<file path="src/rtl/demux_1x2_buf.sv">
//==============================================================================
// Module  : demux_1x2_buf
// Brief   : Buffered 1-to-2 demultiplexer with an independent FIFO per output,
//           so a stalled consumer only blocks traffic routed to it.
// Revision: 1.0
//==============================================================================
`default_nettype none

module demux_1x2_buf #(
    parameter int WIDTH = 32,
    parameter int DEPTH = 2
) (
    input  logic                     clk,
    input  logic                     rst_n,
    input  logic [WIDTH-1:0]         X,
    input  logic                     S,
    input  logic                     in_valid,
    output logic                     in_ready,
    output logic [WIDTH-1:0]         Y1,
    output logic                     Y1_valid,
    input  logic                     Y1_ready,
    output logic [$clog2(DEPTH):0]   Y1_count,
    output logic [WIDTH-1:0]         Y2,
    output logic                     Y2_valid,
    input  logic                     Y2_ready,
    output logic [$clog2(DEPTH):0]   Y2_count
);

    localparam int PW = $clog2(DEPTH);
    localparam int CW = PW + 1;
    localparam logic [CW-1:0] C_FULL = CW'(DEPTH);

    logic [1:0]       w_sel;
    logic [1:0]       w_ready;
    logic [1:0]       w_push;
    logic [1:0]       w_valid;
    logic [CW-1:0]    w_count [2];
    logic [WIDTH-1:0] w_head  [2];

    assign w_sel   = {S, ~S};
    assign w_ready = {Y2_ready, Y1_ready};

    // Acceptance looks only at registered occupancy, never at the consumer
    // ready lines, so a pop in the same cycle cannot free a slot early.
    assign in_ready = ((S ? w_count[1] : w_count[0]) != C_FULL);
    assign w_push   = {2{in_valid & in_ready}} & w_sel;

    generate
        for (genvar k = 0; k < 2; k++) begin : g_fifo
            logic [WIDTH-1:0] r_mem [DEPTH];
            logic [PW-1:0]    r_wr_ptr;
            logic [PW-1:0]    r_rd_ptr;
            logic [CW-1:0]    r_count;
            logic             w_not_empty;
            logic             w_pop;

            assign w_not_empty = (r_count != '0);
            assign w_pop       = w_not_empty & w_ready[k];

            always_ff @(posedge clk) begin
                if (w_push[k]) begin
                    r_mem[r_wr_ptr] <= X;
                end
            end

            always_ff @(posedge clk or negedge rst_n) begin
                if (!rst_n) begin
                    r_wr_ptr <= '0;
                    r_rd_ptr <= '0;
                    r_count  <= '0;
                end else begin
                    if (w_push[k]) begin
                        r_wr_ptr <= r_wr_ptr + 1'b1;
                    end
                    if (w_pop) begin
                        r_rd_ptr <= r_rd_ptr + 1'b1;
                    end
                    case ({w_push[k], w_pop})
                        2'b10:   r_count <= r_count + 1'b1;
                        2'b01:   r_count <= r_count - 1'b1;
                        default: r_count <= r_count;
                    endcase
                end
            end

            assign w_valid[k] = w_not_empty;
            assign w_count[k] = r_count;
            assign w_head[k]  = w_not_empty ? r_mem[r_rd_ptr] : '0;
        end
    endgenerate

    assign Y1       = w_head[0];
    assign Y1_valid = w_valid[0];
    assign Y1_count = w_count[0];
    assign Y2       = w_head[1];
    assign Y2_valid = w_valid[1];
    assign Y2_count = w_count[1];

endmodule

`default_nettype wire
</file>
<file path="config.mk">
export PLATFORM = sky130hd
export DESIGN_NAME = demux_1x2_buf
export DESIGN_NICKNAME = d
export VERILOG_FILES = /design/src/rtl/demux_1x2_buf.sv
export SDC_FILE = /design/constraint.sdc
export NUM_CORES = 1
export LEC_CHECK = 0
export BUFFER_PORTS_ARGS = -buffer_cell sky130_fd_sc_hd__buf_2
export CAP_MARGIN = 20
export CORE_UTILIZATION = 35
export CTS_CLUSTER_SIZE = 12
export DETAILED_ROUTE_END_ITERATION = 8
export GPL_TIMING_DRIVEN = 0
export REMOVE_ABC_BUFFERS = 1
export SLEW_MARGIN = 20
export SYNTH_ARGS = -nofsm -noshare
export SYNTH_HDL_FRONTEND = slang
export SYNTH_SLANG_ARGS = --single-unit
</file>
<file path="constraint.sdc">
create_clock -name clk -period 2.58 [get_ports clk]
set_clock_uncertainty 0.1 [all_clocks]
set_input_delay 0.258 -clock clk [delete_from_list [all_inputs] [get_ports clk]]
set_output_delay 0.258 -clock clk [all_outputs]
set_load 0.01 [all_outputs]
</file>
==> results by group <==
Finish
  – N_diodes: 0
  – Area Growth Syn to Fin: 32.63%
  – # fillers: 1252
  – Design Area, Final: 6993 sq um
  – Nets: between 500 and 600
  – Share of cells above drive strength 1: 0.3249

Clocking
  – H-tree depth: 4
  – CTS tree: done
  – # resized after CTS: 0
  – Sink Count: ~140
  – Clock transition at path regs: approximately 0.050 ns
  – Total CTS buffers: 17
  – Worst-Skew Late Latency: roughly 0.40 ns
  – Longest Clk Path Bufs: 2
  – CTS Root Cell: clkbuf_16

Setup path
  – Critical path data arrival time: around 2 ns
  – Worst Setup End Kind: primary output
  – Crit path largest cell delay: roughly 0.79 ns
  – Critical Path RT: about 2.2 ns
  – CP max-delay cell: nor2_4
  – Crit start category: flip-flop
  – Crit-path cells: nor2_4, nor2_1, buf_2
  – Crit Path Category: flip-flop to primary output
  – CP Max Fanout: 33

Logic synthesis
  – YS warnings: 0
  – Synthesized flop and latch total: roughly 140
  – Top cell type by total area after synthesis: edfxtp_1
  – Mean Syn Cell Area: 17.06 sq um
  – Seq/Total Area, Yosys: 0.7670
  – Synth unique cells: 18
  – Synth top area cells: edfxtp_1 73%, mux2i_1 12%, nor2_1 5.0%
  – Mapped cell area: between 5000 and 6000 sq um
  – Post-Synthesis Cells: 309
  – Synth top area share: 0.7290

Place
  – Final Wtd Congestion: 0.6476
  – Port buffer count: 108
  – DP Wirelength: 6.542 mm
  – DP Area: about 6100 sq um

Power and ir drop
  – Worst VDD drop: between 0.0005 and 0.0006 V
  – NetSw: roughly 0.0025 W
  – Net Sw Frac: 0.3231
  – Clock group share of total power: 0.284
  – Combinational power share: 0.325
  – Sequential Power Share: 0.391
  – PD cells: between 1000 and 1500 nW/um^2
  – Cell Int Power: 0.005295 W
  – Total power: between 0.007 and 0.008 W
  – Leakage: 2.796 nW

Die
  – Chip height: 124.7 um
  – Row count: 44
  – Initial Utilization: 0.3614
  – Die Wd: 124.7 um
  – IO Count: approximately 110
  – Die footprint: about 16000 sq um
  – Core box area: roughly 15000 sq um

Global routing
  – First-pass GRT wire length: around 16 mm
  – Vias in the first global route: between 3000 and 4000
  – Total grt overflow: 0
  – Initial antenna violation count: 0
  – Total GRT Usage: 0.1409
  – Largest net degree at the start of global routing: 34

STA
  – Rel. slew slack: 0.3466
  – Tmin final: between 2 and 2.5 ns
  – Actual transition at the worst max-transition pin: 0.9778 ns
  – RSZ-0062 raised after global routing: false
  – F_max: 0.4201 GHz
  – Setup violators final: 0
  – Final Hold Viols: 0
  – Fin crit share: 0.9226
  – Slew Limit Fails: 0

Drt
  – Vias per Instance: roughly 4.6
  – Pre-antenna DRT Iters: 4
  – DR DRC count: 0
  – Antenna-violating nets left: 0
  – Via count: 2994
  – Final WL: 10.27 mm
  – WL/cell: between 15 and 20 um
  – DRT iter0 DRCs: between 100 and 150

Run status
  – Status: finished clean

Flow run
  – Max_cap viols: 0

Hold path
  – Worst min path class: primary input to flip-flop
[registers in the layout (all words and copies together), names as in the netlist]
register	flops
g_fifo.r_mem	128
Y1_count	2
Y2_count	2
g_fifo.r_rd_ptr	2
g_fifo.r_wr_ptr	2
[final cells by class]
cell class | instances | area [sq um] | area share
clock inverter | 9 | 101.3 | 0.01449
sequential | 136 | 4046 | 0.5786
tap | 184 | 230.2 | 0.03292
timing repair buffer | 147 | 1021 | 0.1460
multi-input combinational | 155 | 1131 | 0.1617
clock buffer | 23 | 447.9 | 0.06405
inverter | 4 | 15.01 | 0.002147
[path summary, 6_finish.rpt]
kind                                    startpoint                  to  slack, ns  depth (start not counted)
max in group asynchronous                    rst_n  g_fifo[1].r_rd_ptr       2.07                          2
worst max-delay path                   Y1_count[0]               Y1[3]       0.20                          3
worst min-delay path                      Y1_ready  g_fifo[0].r_rd_ptr       0.05                          3
worst min register to register  g_fifo[1].r_wr_ptr  g_fifo[1].r_wr_ptr       0.45                          1
worst max register to register         Y2_count[0]         Y2_count[1]       0.31                          6
min in group asynchronous                    rst_n  g_fifo[0].r_rd_ptr       0.12                          2
[cell families after synthesis]
family	count (synthesis)	share of synthesized area
AND/OR/NAND/NOR	78	0.06383
multiplexers	65	0.1236
adder cells (fa/ha/maj)	2	0.004745
XOR/XNOR	10	0.01661
flip-flops	136	0.7670
buffers and inverters	18	0.02420
[cell usage after synthesis]
cell type and instances:
inv_2 2, xor2_1 4, buf_6 6, edfxtp_1 128, nor2_4 2, mux2_2 1, ha_1 2, buf_4 2
nor2_1 70, nand3_2 1, nand3b_2 1, and2_4 2, dfrtp_1 8, inv_1 2, mux2i_1 64, nand2b_1 2
xnor2_1 6, buf_2 6
[routing by layer]
metal	up-vias	wire length [um]	GRT usage
met2	87	5080	0.2301
li1	1430	-	-
met3	17	503	0.04897
met4	0	168	0.05670
met5	-	0	0
met1	1460	4518	0.1696
[power groups by stage]
| stage | registers (W) | clock network [W] | logic [W] |
|---|---|---|---|
| finish | 0.00306 | 0.00222 | 0.00254 |
| global route | 0.00310 | 0.00238 | 0.00277 |
| CTS | 0.00307 | 0.00228 | 0.00260 |
| detailed placement | 0.00311 | 0 | 0.00255 |
| global placement | 0.00326 | 0 | 0.00229 |
| floorplan | 0.00314 | 0 | 0.00135 |
[through the flow]
| step | utilization | TNS (ns) | setup WS (ns) | hold WS [ns] | std cells |
|---|---|---|---|---|---|
| 3_3_place_gp | 0.4065 | -169.25 | -1.304 | 0.01052 | 587 |
| 5_1_grt | 0.4793 | 0 | 0.06122 | 0.04862 | 658 |
| 2_1_floorplan | - | -10.91 | -0.09174 | -0.1376 | 295 |
| 6_report | 0.4793 | 0 | 0.1996 | 0.05448 | 658 |
| 3_5_place_dp | 0.4190 | 0 | 0.2324 | 0.01386 | 593 |
| 4_1_cts | 0.4793 | 0 | 0.1134 | 0.03348 | 658 |
[critical path, delay by kind of cell (launching register included)]
family | cells | cell delay (ns)
AND/OR/NAND/NOR | 2 | 0.96
flip-flops | 1 | 0.45
buffers and inverters | 1 | 0.20
[cell usage in the layout, fill, tap and decap left out, types with 3 or more instances in the layout]
cell | Yosys | final
dfrtp_1 | 8 | 6
xor2_1 | 4 | 4
nor2_4 | 2 | 6
edfxtp_1 | 128 | 128
buf_16 | 0 | 4
clkinvlp_4 | 0 | 3
clkbuf_1 | 0 | 6
nor2_1 | 70 | 66
mux2i_1 | 64 | 64
clkbuf_16 | 0 | 17
xnor2_1 | 6 | 6
clkinv_2 | 0 | 3
dlygate4sd3_1 | 0 | 33
buf_2 | 6 | 108
[what timing repair did]
item	4_1_cts	5_1_grt
hold endpoints to repair	136	0
buffers inserted	0	0
hold buffers	33	0
Note: power is estimated with default switching activity, not from simulation.
